==> config.mk <==
export PLATFORM = sky130hd
export DESIGN_NAME = axis_tx_pkt_gen
export DESIGN_NICKNAME = d
export VERILOG_FILES = /design/src/rtl/axis_tx_pkt_gen.sv
export SDC_FILE = /design/constraint.sdc
export NUM_CORES = 1
export LEC_CHECK = 0
export BUFFER_PORTS_ARGS = -buffer_cell sky130_fd_sc_hd__clkbuf_2
export CAP_MARGIN = 20
export CORE_UTILIZATION = 54
export CTS_CLUSTER_DIAMETER = 100
export DETAILED_ROUTE_END_ITERATION = 10
export PLACE_DENSITY = 0.78
export SYNTH_ARGS = -nofsm -noshare
export SYNTH_HDL_FRONTEND = slang
export SYNTH_SLANG_ARGS = --single-unit
==> constraint.sdc <==
create_clock -name tx_mac_aclk -period 4.3 [get_ports tx_mac_aclk]
set_clock_uncertainty 0.2 [all_clocks]
set_input_delay 0.645 -clock tx_mac_aclk [delete_from_list [all_inputs] [get_ports tx_mac_aclk]]
set_output_delay 0.645 -clock tx_mac_aclk [all_outputs]
set_load 0.1 [all_outputs]
==> src/rtl/axis_tx_pkt_gen.sv <==
// axis_tx_pkt_gen: AXI-Stream master that emits bursts of numbered packets
// whose payload bytes follow a closed-form pattern, so a receiver can check
// them without a stored copy of the data:
//    byte(n, k) = (seed + n[7:0] + k[7:0]) mod 256
// where n is the packet index within the burst and k the byte index within
// the packet.
//
// Ports:
//   tx_mac_aclk         single clock
//   reset               synchronous, active-high
//   start               one-cycle burst request, honoured only when idle
//   num_pkts/pkt_len/ipg/seed  burst parameters, captured on an accepted start
//   tx_axis_mac_*       AXIS master towards the MAC TX slave; tbcnt carries
//                       the packet length while tvalid is high
//   busy                burst in progress
//   done                one-cycle pulse when a burst ends (incl. empty burst)
//   pkt_cnt             packets completed since the last accepted start
module axis_tx_pkt_gen #(
   parameter int unsigned DATA_WIDTH = 64,
   parameter int unsigned BCNT_WIDTH = 32
) (
   input  logic                      tx_mac_aclk,
   input  logic                      reset,
   input  logic                      start,
   input  logic [15:0]               num_pkts,
   input  logic [15:0]               pkt_len,
   input  logic [7:0]                ipg,
   input  logic [7:0]                seed,
   output logic [DATA_WIDTH-1:0]     tx_axis_mac_tdata,
   output logic [DATA_WIDTH/8-1:0]   tx_axis_mac_tkeep,
   output logic                      tx_axis_mac_tvalid,
   output logic                      tx_axis_mac_tlast,
   input  logic                      tx_axis_mac_tready,
   output logic [BCNT_WIDTH-1:0]     tx_axis_mac_tbcnt,
   output logic                      busy,
   output logic                      done,
   output logic [31:0]               pkt_cnt
);

   localparam int unsigned KEEP_WIDTH = DATA_WIDTH / 8;

   typedef enum logic [1:0] {
      IDLE = 2'd0,
      SEND = 2'd1,
      GAP  = 2'd2
   } state_t;

   typedef struct packed {
      logic [DATA_WIDTH-1:0] data;
      logic [KEEP_WIDTH-1:0] keep;
      logic                  last;
   } beat_t;

   // Builds the beat whose first byte index is b_k; lanes past the packet end
   // are zero with keep cleared, and the beat is last when it reaches pkt end.
   function automatic beat_t make_beat(input logic [7:0]  b_seed,
                                       input logic [15:0] b_n,
                                       input logic [15:0] b_k,
                                       input logic [15:0] b_len);
      beat_t       b;
      logic [16:0] remaining;
      remaining = {1'b0, b_len} - {1'b0, b_k};
      b.data    = '0;
      b.keep    = '0;
      b.last    = (remaining <= 17'(KEEP_WIDTH));
      for (int j = 0; j < KEEP_WIDTH; j++) begin
         if (17'(j) < remaining) begin
            b.keep[j]        = 1'b1;
            b.data[8*j +: 8] = b_seed + b_n[7:0] + b_k[7:0] + 8'(j);
         end
      end
      return b;
   endfunction

   state_t                state_q, state_d;
   logic [15:0]           num_pkts_q, num_pkts_d;
   logic [15:0]           pkt_len_q, pkt_len_d;
   logic [7:0]            ipg_q, ipg_d;
   logic [7:0]            seed_q, seed_d;
   logic [15:0]           n_q, n_d;
   logic [15:0]           k_q, k_d;
   logic [7:0]            gap_q, gap_d;
   logic [31:0]           pkt_cnt_d;
   logic [DATA_WIDTH-1:0] tdata_d;
   logic [KEEP_WIDTH-1:0] tkeep_d;
   logic                  tvalid_d;
   logic                  tlast_d;
   logic [BCNT_WIDTH-1:0] tbcnt_d;
   logic                  busy_d;
   logic                  done_d;

   // Per-cycle request to present a new beat, or to blank the output beat.
   logic                  load_beat;
   logic                  clear_beat;
   beat_t                 beat;
   logic [15:0]           beat_len;
   logic [15:0]           n_inc;

   assign n_inc = n_q + 16'd1;

   // State register and all registered outputs.
   always_ff @(posedge tx_mac_aclk) begin
      if (reset) begin
         state_q            <= IDLE;
         num_pkts_q         <= '0;
         pkt_len_q          <= '0;
         ipg_q              <= '0;
         seed_q             <= '0;
         n_q                <= '0;
         k_q                <= '0;
         gap_q              <= '0;
         pkt_cnt            <= '0;
         tx_axis_mac_tdata  <= '0;
         tx_axis_mac_tkeep  <= '0;
         tx_axis_mac_tvalid <= 1'b0;
         tx_axis_mac_tlast  <= 1'b0;
         tx_axis_mac_tbcnt  <= '0;
         busy               <= 1'b0;
         done               <= 1'b0;
      end else begin
         state_q            <= state_d;
         num_pkts_q         <= num_pkts_d;
         pkt_len_q          <= pkt_len_d;
         ipg_q              <= ipg_d;
         seed_q             <= seed_d;
         n_q                <= n_d;
         k_q                <= k_d;
         gap_q              <= gap_d;
         pkt_cnt            <= pkt_cnt_d;
         tx_axis_mac_tdata  <= tdata_d;
         tx_axis_mac_tkeep  <= tkeep_d;
         tx_axis_mac_tvalid <= tvalid_d;
         tx_axis_mac_tlast  <= tlast_d;
         tx_axis_mac_tbcnt  <= tbcnt_d;
         busy               <= busy_d;
         done               <= done_d;
      end
   end

   // Next-state and next-output logic.
   always_comb begin
      state_d    = state_q;
      num_pkts_d = num_pkts_q;
      pkt_len_d  = pkt_len_q;
      ipg_d      = ipg_q;
      seed_d     = seed_q;
      n_d        = n_q;
      k_d        = k_q;
      gap_d      = gap_q;
      pkt_cnt_d  = pkt_cnt;
      tdata_d    = tx_axis_mac_tdata;
      tkeep_d    = tx_axis_mac_tkeep;
      tvalid_d   = tx_axis_mac_tvalid;
      tlast_d    = tx_axis_mac_tlast;
      tbcnt_d    = tx_axis_mac_tbcnt;
      done_d     = 1'b0;
      load_beat  = 1'b0;
      clear_beat = 1'b0;
      beat       = '0;
      beat_len   = pkt_len_q;

      case (state_q)
         IDLE: begin
            if (start) begin
               num_pkts_d = num_pkts;
               pkt_len_d  = pkt_len;
               ipg_d      = ipg;
               seed_d     = seed;
               n_d        = '0;
               k_d        = '0;
               pkt_cnt_d  = '0;
               if ((num_pkts == 16'd0) || (pkt_len == 16'd0)) begin
                  done_d = 1'b1;
               end else begin
                  // Parameters are not yet registered, so beat 0 is built
                  // straight from the inputs.
                  state_d   = SEND;
                  load_beat = 1'b1;
                  beat_len  = pkt_len;
                  beat      = make_beat(seed, 16'd0, 16'd0, pkt_len);
               end
            end
         end

         SEND: begin
            // tvalid is always high here, so tready alone is the handshake.
            if (tx_axis_mac_tready) begin
               if (tx_axis_mac_tlast) begin
                  pkt_cnt_d = pkt_cnt + 32'd1;
                  n_d       = n_inc;
                  k_d       = '0;
                  if (n_inc == num_pkts_q) begin
                     state_d    = IDLE;
                     done_d     = 1'b1;
                     clear_beat = 1'b1;
                  end else if (ipg_q == 8'd0) begin
                     load_beat = 1'b1;
                     beat      = make_beat(seed_q, n_inc, 16'd0, pkt_len_q);
                  end else begin
                     state_d    = GAP;
                     gap_d      = ipg_q;
                     clear_beat = 1'b1;
                  end
               end else begin
                  k_d       = k_q + 16'(KEEP_WIDTH);
                  load_beat = 1'b1;
                  beat      = make_beat(seed_q, n_q, k_d, pkt_len_q);
               end
            end
         end

         GAP: begin
            // Counter holds the idle cycles left including this one.
            if (gap_q == 8'd1) begin
               state_d   = SEND;
               load_beat = 1'b1;
               beat      = make_beat(seed_q, n_q, 16'd0, pkt_len_q);
            end else begin
               gap_d = gap_q - 8'd1;
            end
         end

         default: begin
            state_d    = IDLE;
            clear_beat = 1'b1;
         end
      endcase

      if (load_beat) begin
         tdata_d  = beat.data;
         tkeep_d  = beat.keep;
         tlast_d  = beat.last;
         tvalid_d = 1'b1;
         tbcnt_d  = BCNT_WIDTH'(beat_len);
      end else if (clear_beat) begin
         tdata_d  = '0;
         tkeep_d  = '0;
         tlast_d  = 1'b0;
         tvalid_d = 1'b0;
         tbcnt_d  = '0;
      end

      busy_d = (state_d != IDLE);
   end

endmodule

Word level (Yosys, flattened, before mapping):

Index checks and enable logic that the tools add are counted.

* flip-flop bits (word level): 214
* bits of input ports: 52

* order comparisons: 27
* add/sub/neg operators: 36
* equality and inequality tests: 10
* mux-type cells: 120
* reductions and logical operators: 14

Operators with widths (count)
* two-way mux 73 bit: 7
* two-way mux 8 bit: 39
* one-hot mux 73 bit (3 select lines): 1
* two-way mux 16 bit: 10
* adder 8 x 3 -> 8 bit (second input constant): 16
* < comparator 3 x 16 -> 1 bit (first input constant): 8
* two-way mux 64 bit: 2
* two-way mux 32 bit: 3
* < comparator 3 x 17 -> 1 bit (first input constant): 4
* adder 8 x 2 -> 8 bit (second input constant): 8
* < comparator 1 x 16 -> 1 bit (first input constant): 4
* < comparator 2 x 16 -> 1 bit (first input constant): 4
* one-hot mux 16 bit (2 select lines): 2
* one-hot mux 32 bit (2 select lines): 1
* two-way mux 1 bit: 43
* < comparator 1 x 17 -> 1 bit (first input constant): 2
* < comparator 2 x 17 -> 1 bit (first input constant): 2
* adder 32 x 1 -> 32 bit (second input constant): 1
* adder 8 x 1 -> 8 bit (second input constant): 4
* <= comparator 16 x 4 -> 1 bit (second input constant): 2
* logical NOT 16 bit: 2
* adder 8 bit: 3
* <= comparator 17 x 4 -> 1 bit (second input constant): 1
* subtractor 16 x 16 -> 17 bit: 1
* 22 further kinds: 37

Logic depth before layout (Yosys ltp):

Gate-level depths: netlist of the first run.

* depth in word-level cells: 10
* gate-level depth with buffers: 18
* depth with buffers taken out: 15

Worst setup path after synthesis of the first run:

OpenSTA, ideal clock, no wires.

* path type: register to register
* start point: register n_q[0]
* end point: register tx_axis_mac_tdata[47]
* cell stages (with the launch flop): 17
* path slack: -0.078 ns
* data arrival time: 4.102 ns
* library setup time: 0.076 ns
* period minus slack after synthesis: 4.378 ns
* path through: dfxtp_1 ha_1 fa_1 a21o_1 a21oi_1 xnor2_1 clkbuf_1 ha_1 a21oi_1 xnor2_1 and3_1 clkbuf_1 nand2_1 nor3b_1 xor2_1 mux2i_1 o22ai_1

* longest elaborated chain between the ends: 10
* elaborated cells between the ends (all ways): 27
* classes of those cells: add/sub (7); eq/ne (1); mux (18); reduce/logical (1)

Ends and longest elaborated chain
* from (decl): line 80 `logic [15:0] n_q, n_d;`
* from (signal assigned): line 126 `n_q <= n_d;`
* adder 16 x 1 -> 16 bit: line 99 `assign n_inc = n_q + 16'd1;`
* adder 8 bit: line 69 `b.data[8*j +: 8] = b_seed + b_n[7:0] + b_k[7:0] + 8'(j);`
* adder 8 x 3 -> 8 bit: line 69
* two-way mux 8 bit: line 67 `if (17'(j) < remaining) begin`
* two-way mux 73 bit: line 196 `end else if (ipg_q == 8'd0) begin`
* two-way mux 73 bit: line 192 `if (n_inc == num_pkts_q) begin`
* two-way mux 73 bit: line 188 `if (tx_axis_mac_tlast) begin`
* two-way mux 73 bit: line 187 `if (tx_axis_mac_tready) begin`
* one-hot mux 73 bit (3 select lines): line 162 `case (state_q)`
* two-way mux 64 bit: line 229 `if (load_beat) begin`
* to (signal assigned): line 130 `tx_axis_mac_tdata <= tdata_d;`
* to (decl): line 29 `output logic [DATA_WIDTH-1:0] tx_axis_mac_tdata,`

Parallel ways exist; a longest one is shown, timed or not.
A chain may end at the register's enable or synchronous reset.

Worst setup path in the final report of the first run:

* start point: register n_q[0]
* end point: register tx_axis_mac_tdata[14]

* longest elaborated chain between the ends: 10
* elaborated cells between the ends (all ways): 27
* classes of those cells: add/sub (7); eq/ne (1); mux (18); reduce/logical (1)

Ends and longest elaborated chain (line)
* adder 16 x 1 -> 16 bit: 99
* adder 8 bit: 69
* adder 8 x 1 -> 8 bit: 69
* two-way mux 8 bit: 67
* two-way mux 73 bit: 196
* two-way mux 73 bit: 192
* two-way mux 73 bit: 188
* two-way mux 73 bit: 187
* one-hot mux 73 bit (3 select lines): 162
* two-way mux 64 bit: 229

Parallel ways exist; a longest one is shown, timed or not.

==> results.md, run 1 <==
* Synth unique cells at 94
* GR Util met1 at 0.441
* Busiest grt layer: met2
* Setup bufs post-CTS at 0
* GRT Overall Usage at 0.348
* Pwr dens at 375 nW/um^2
* Fin nets at 2,330
* Drt initial violations at 1,730
* Overflow after GRT at 0
* 1st-pass router iterations at 8
* Endpoints failing setup at 0
* Met2 GRT Util at 0.559
* Fin. max-slew vios at 0
* Ys async rst share at 0
* Detail Route Antenna Nets at 0
* FF+latch count, synth at 211
* Core region area at 28,600 um^2
* TritonCTS clock tree: yes
* # fillers at 2,551
* Placed inst area at 17,000 um^2
* Syn Area/Cell at 7.56 um^2
* Clock Latency Late Sink at 0.53 ns
* Drt drc at 0
* Row count at 62
* Vias in the first global route at 14.8k
* Mapped Area at 15,700 um^2
* Ys flop type: dfxtp_1
* First-pass GRT wire length at 81,100 um
* Startpoint class of the critical path: flop
* Vias per inst at 6.33
* Tmin final at 4.25 ns
* Clock Path Buffers at 3
* Vias at 16.5k
* Max Cap Viol at 0
* Tot Pwr at 6.72 mW
* Finished Cell Area at 17,900 um^2
* Non-filler cells, final at 2,603
* Commonest cells post-synth: nand2_1, dfxtp_1, a21oi_1
* Die Y at 172 um
* CP Data Arrival Time at 4.52 ns
* WP data required at 4.57 ns
* Largest net degree at the start of global routing at 83
* Hold crit path type: primary input to flop
* Setup TNS at 0 ns
* Final Hold Fails at 0
* WL final at 54,000 um
* Met3 usage at 0.0689
* Share of layout cells above drive strength 1 at 0.152
* RePlAce Congestion at 1.04
* Area delta synth->final at 14.1%
* Clock Sinks at 211
* Cells after DPL at 2,556
* CP max FO at 7
* Syn. warnings at 0
* Synth top area cells: dfxtp_1, nand2_1, xnor2_1
* EDFF count, synth at 0
* Root Buffer Master: clkbuf_16
* Starting Density at 0.548
* I/O Buffers at 175
* Slew HR at 0.303
* Final worst path period share at 0.989
* Worst Max-Slew Pin Slew at 1.05 ns
* # H-tree levels at 1
* Most frequent cell after synthesis: nand2_1
* Pleak at 7.10 nW
* DIE WIDTH at 172 um
* Crit. End Element: flop
* TritonCTS Buffers at 25
* Post-DP HPWL at 39,300 um
* Fin Hold WS at 0.145 ns
* Hold_buf cts at 0
* Status: complete, no violations
* Initial antenna violation count at 3
* Wire length per cell at 20.7 um
* Worst IR Drop VDD at 0.000281 V
* Clock transition at path regs at 0.07 ns
* Register area share after synthesis at 0.269
* Die footprint at 29,700 um^2
* Fmax at 235 MHz
* Mapped Cells at 2,076
* Yosys top cell by area: dfxtp_1
* Io pins at 192
* Synth top area share at 0.269
* Crit path kind: flop to flop
==> per-stage QoR <==
stage               utilization  setup slack, ns
finish                    0.625           0.0479
global route              0.625          -0.0330
CTS                       0.622          0.00261
detailed placement        0.593           0.0381
global placement          0.593            0.162
floorplan                     -           0.0743
==> path summary, 6_finish.rpt <==
kind                                                 startpoint                                 end  slack (ns)  cells past startpoint
worst max-delay path                        n_q[0]$_SDFFE_PP0P_  tx_axis_mac_tdata[14]$_SDFFE_PP0P_        0.05                     15
worst min-delay path                                     ipg[3]               ipg_q[3]$_SDFFE_PP0P_        0.14                      3
worst max register to register              n_q[0]$_SDFFE_PP0P_  tx_axis_mac_tdata[14]$_SDFFE_PP0P_        0.05                     15
worst min register to register  tx_axis_mac_tvalid$_SDFFE_PP0P_     tx_axis_mac_tvalid$_SDFFE_PP0P_        0.26                      2
==> area by class of cell <==
type	count	area (um^2)	share of cell area
timing repair buffer	242	1420	0.0792
clock buffer	35	733	0.0410
multi-input combinational	1655	10700	0.598
tap	384	480	0.0268
sequential	211	4230	0.236
inverter	65	244	0.0136
antenna	3	7.51	0.000419
clock inverter	8	77.6	0.00433
==> cell families after synthesis <==
kind of cell,Yosys count,synth area share
buf+inv,227,0.0609
other cells,2,0.000479
mux,30,0.0195
fa+ha+maj,79,0.0638
simple gates,757,0.231
flops,211,0.269
xor+xnor,212,0.121
compound gates,558,0.233
==> layout by cell type (no fill, tap or decap), types with 15 or more instances in the layout <==
| cell | count |
|---|---|
| clkbuf_16 | 25 |
| a41oi_1 | 22 |
| a21o_1 | 21 |
| o211ai_1 | 29 |
| dfxtp_1 | 210 |
| ha_1 | 74 |
| nor4_1 | 15 |
| nand3b_1 | 15 |
| nor3_1 | 27 |
| clkbuf_2 | 174 |
| inv_1 | 63 |
| xnor2_1 | 112 |
| conb_1 | 19 |
| nand2_1 | 286 |
| xor2_1 | 94 |
| nor2_1 | 172 |
| o31ai_1 | 15 |
| a21oi_1 | 186 |
| nor2b_1 | 21 |
| nand4_1 | 23 |
| o21ai_0 | 54 |
| or3_1 | 18 |
| and3_1 | 17 |
| a31oi_1 | 40 |
| mux2i_1 | 25 |
| o22ai_1 | 39 |
| nand3_1 | 75 |
| nand2b_1 | 19 |
| buf_4 | 64 |
==> timing repair <==
item,4_1_cts,5_1_grt
hold endpoints to repair,0,0
resized for setup,0,19
setup endpoints to repair,0,72
==> layer usage <==
metal  share of wire  vias up
met2            0.46      902
met4           0.048        0
met5               0        -
met3           0.098      200
met1            0.39     7776
li1                -     7607
==> power breakdown <==
group / internal (mW) / switching, mW
logic: 0.609 / 1.78
registers: 2.09 / 0.122
clock network: 1.24 / 0.878
total: 3.94 / 2.78
==> flip-flops by register name, indices dropped and copies added, names as in the netlist <==
name,count
tx_axis_mac_tdata,64
state_q,2
done,1
tx_axis_mac_tkeep,8
tx_axis_mac_tlast,1
tx_axis_mac_tvalid,1
gap_q,8
pkt_cnt,32
busy,1
ipg_q,8
k_q,13
n_q,16
pkt_len_q,16
tx_axis_mac_tbcnt,16
num_pkts_q,16
seed_q,8
==> worst max-delay path: stages (launching register included) <==
cell,delay (ns)
dfxtp_1,0.39
ha_1,0.25
fa_1,0.43
a21o_1,0.18
a21oi_1,0.23
xnor2_2,0.16
ha_1,0.30
and2_1,0.17
a31oi_1,0.39
and3_1,0.36
buf_4,0.19
nand3_1,0.09
xnor2_1,0.15
mux2i_1,0.37
o211ai_1,0.17
a21oi_1,0.17
Note: power is estimated with default switching activity, not from simulation.
==> inputs of run 2 (changes only) <==
--- a/config.mk
+++ b/config.mk
@@ -5,6 +5,7 @@
 export SDC_FILE = /design/constraint.sdc
 export NUM_CORES = 1
 export LEC_CHECK = 0
+export ABC_AREA = 1
 export BUFFER_PORTS_ARGS = -buffer_cell sky130_fd_sc_hd__clkbuf_2
 export CAP_MARGIN = 20
 export CORE_UTILIZATION = 54
==> results.md, run 2 <==
* Pleak at 8.97 nW
* Max Cap Viol at 0
* Clock Sinks at 211
* Syn. warnings at 0
* Post-DP HPWL at 44,700 um
* Switch Pwr at 3.29 mW
* TritonCTS Buffers at 25
* Met2 GRT Util at 0.593
* Drt initial violations at 1,914
* Final Hold Fails at 0
* Leading cell type in the layout, fill and taps excluded: nand2_1
* Yosys top cell by area: dfxtp_1
* Internal power at 4.17 mW
* GRT Overall Usage at 0.381
* WP data required at 4.56 ns
* Area of the multi-input gates at 9980 um^2
* Finished Core Util at 0.639
* TritonCTS clock tree: yes
* Final worst path period share at 0.946
* Tmin final at 4.07 ns
* Detail Route Antenna Nets at 0
* Clock Latency Late Sink at 0.56 ns
* Die footprint at 30,100 um^2
* Commonest cells post-synth: nand2_1, inv_1, nand3_1
* Finished Cell Area at 18,400 um^2
* Mapped Cells at 2,556
* Placed inst area at 17,400 um^2
* Met3 usage at 0.0816
* Slew HR at 0.383
* RSZ-0062 raised after global routing: yes
* Drt drc at 0
* Area delta synth->final at 15.9%
* Fmax at 246 MHz
* Fin. max-slew vios at 0
* Startpoint class of the critical path: flop
* DIE WIDTH at 173 um
* Power share of the combinational group at 0.395
* Clock Path Buffers at 3
* EDFF count, synth at 0
* Reg area at 4230 um^2
* Synth unique cells at 53
* Overflow after GRT at 0
* Hold crit path type: primary input to flop
* Busiest grt layer: met2
* FF+latch count, synth at 211
* # H-tree levels at 1
* Top reg by flops: tx_axis_mac_tdata
* Share of layout cells above drive strength 1 at 0.130
* Commonest cells after routing, fill and taps aside: nand2_1, inv_1, nand3_1
* Pwr dens at 406 nW/um^2
* Initial antenna violation count at 2
* CP max FO at 5
* Clock transition at path regs at 0.07 ns
* Fin nets at 2,886
* Clock Power Share at 0.302
* Die Y at 173 um
* Crit. End Element: flop
* Io pins at 192
* RePlAce Congestion at 1.02
* Biggest regs: tx_axis_mac_tdata: 64 flops, pkt_cnt: 32 flops
* Register area share after synthesis at 0.266
* WL final at 58,500 um
* Ys async rst share at 0
* Endpoints failing setup at 0
* CP Data Arrival Time at 4.33 ns
* Synth top area share at 0.266
* # fillers at 2,745
* Worst Max-Slew Pin Slew at 0.922 ns
* 1st-pass router iterations at 6
* Ys flop type: dfxtp_1
* Core region area at 28,800 um^2
* Wire length per cell at 18.5 um
* Most frequent cell after synthesis: nand2_1
* Mapped Area at 15,900 um^2
* Largest register FFs at 64
* Reg power frac at 0.304
* Root Buffer Master: clkbuf_16
* Vias at 18.2k
* Row count at 62
* First-pass GRT wire length at 91,500 um
* Largest net degree at the start of global routing at 63
* Vias per inst at 5.76
* I/O Buffers at 175
* Syn Area/Cell at 6.21 um^2
* Hold_buf cts at 0
* Worst IR Drop VDD at 0.000401 V
* Crit path kind: flop to flop
* Synth top area cells: dfxtp_1, nand2_1, inv_1
* Sw frac at 0.441
* Vias in the first global route at 16.8k
* GR Util met1 at 0.508
* Status: complete, no violations
* Starting Density at 0.552
==> run 2: metrics by stage <==
step           power, mW  worst slack, ns  TNS (ns)  hold slack, ns  std cells
4_1_cts             7.40           0.0751         0           0.125       3155
6_report            7.46            0.230         0           0.139       3160
5_1_grt             7.78          -0.0684   -0.0976           0.151       3159
3_3_place_gp        5.14            0.246         0           0.252       3109
3_5_place_dp        5.16            0.121         0           0.253       3109
2_1_floorplan       4.43            0.239         0           0.239       2573
==> run 2: layer usage <==
| metal | vias to the layer above | share of wire | wire length, um |
|---|---|---|---|
| met1 | 8304 | 0.42 | 24700 |
| met5 | - | 0.0012 | 68 |
| met2 | 926 | 0.43 | 25100 |
| met3 | 183 | 0.10 | 6130 |
| met4 | 4 | 0.043 | 2500 |
| li1 | 8772 | - | - |
==> run 2: power by group through the flow <==
| stage | Combinational, mW | Clock (mW) | Sequential [mW] |
|---|---|---|---|
| 2_1_floorplan | 1.40 | 0 | 3.03 |
| 3_3_place_gp | 2.84 | 0 | 2.30 |
| 3_5_place_dp | 2.85 | 0 | 2.30 |
| 4_1_cts | 2.87 | 2.27 | 2.26 |
| 5_1_grt | 3.15 | 2.34 | 2.29 |
| 6_report | 2.95 | 2.25 | 2.27 |
==> run 2: cells by family after synthesis <==
kind of cell	share of synthesized area
fa+ha+maj	0.0624
buf+inv	0.115
simple gates	0.341
mux	0.000630
other cells	0.000473
compound gates	0.171
flops	0.266
xor+xnor	0.0433
==> run 2: area by class of cell <==
class / instances / area share
antenna: 1 / 0.000136
clock buffer: 32 / 0.0371
tap: 384 / 0.0261
multi-input combinational: 1902 / 0.543
inverter: 363 / 0.0741
timing repair buffer: 253 / 0.0808
sequential: 211 / 0.230
clock inverter: 14 / 0.00945
==> run 2: repair_timing <==
action | 4_1_cts | 5_1_grt
setup buffers | 0 | 4
resized for setup | 0 | 28
endpoints found under the setup margin | 0 | 73
==> run 2: final timing paths <==
check        cells past startpoint  slack (ns)                            endpoint                         startpoint
max                             25        0.23  tx_axis_mac_tdata[30]$_SDFFE_PP0P_                k_q[3]$_SDFFE_PP0P_
min                              3        0.14           pkt_len_q[5]$_SDFFE_PP0P_                         pkt_len[5]
max reg2reg                     25        0.23  tx_axis_mac_tdata[30]$_SDFFE_PP0P_                k_q[3]$_SDFFE_PP0P_
min reg2reg                      2        0.27   tx_axis_mac_tbcnt[1]$_SDFFE_PP0P_  tx_axis_mac_tbcnt[1]$_SDFFE_PP0P_
==> run 2: critical path: stages (launching register included) <==
cell	delay [ns]
dfxtp_1	0.35
buf_4	0.15
nand3_1	0.11
nand3b_1	0.22
nor2_2	0.17
nand3_2	0.12
nor2_1	0.14
xor2_1	0.27
ha_1	0.20
inv_1	0.11
nor3_2	0.21
inv_1	0.06
nor3_1	0.13
a21boi_2	0.21
nor2_1	0.05
nor2_1	0.12
nand3_1	0.09
nor2_1	0.17
nand3_2	0.14
nand2_2	0.13
buf_4	0.17
inv_1	0.12
nand3_1	0.12
nand3_1	0.09
nand2_1	0.07
inv_1	0.04
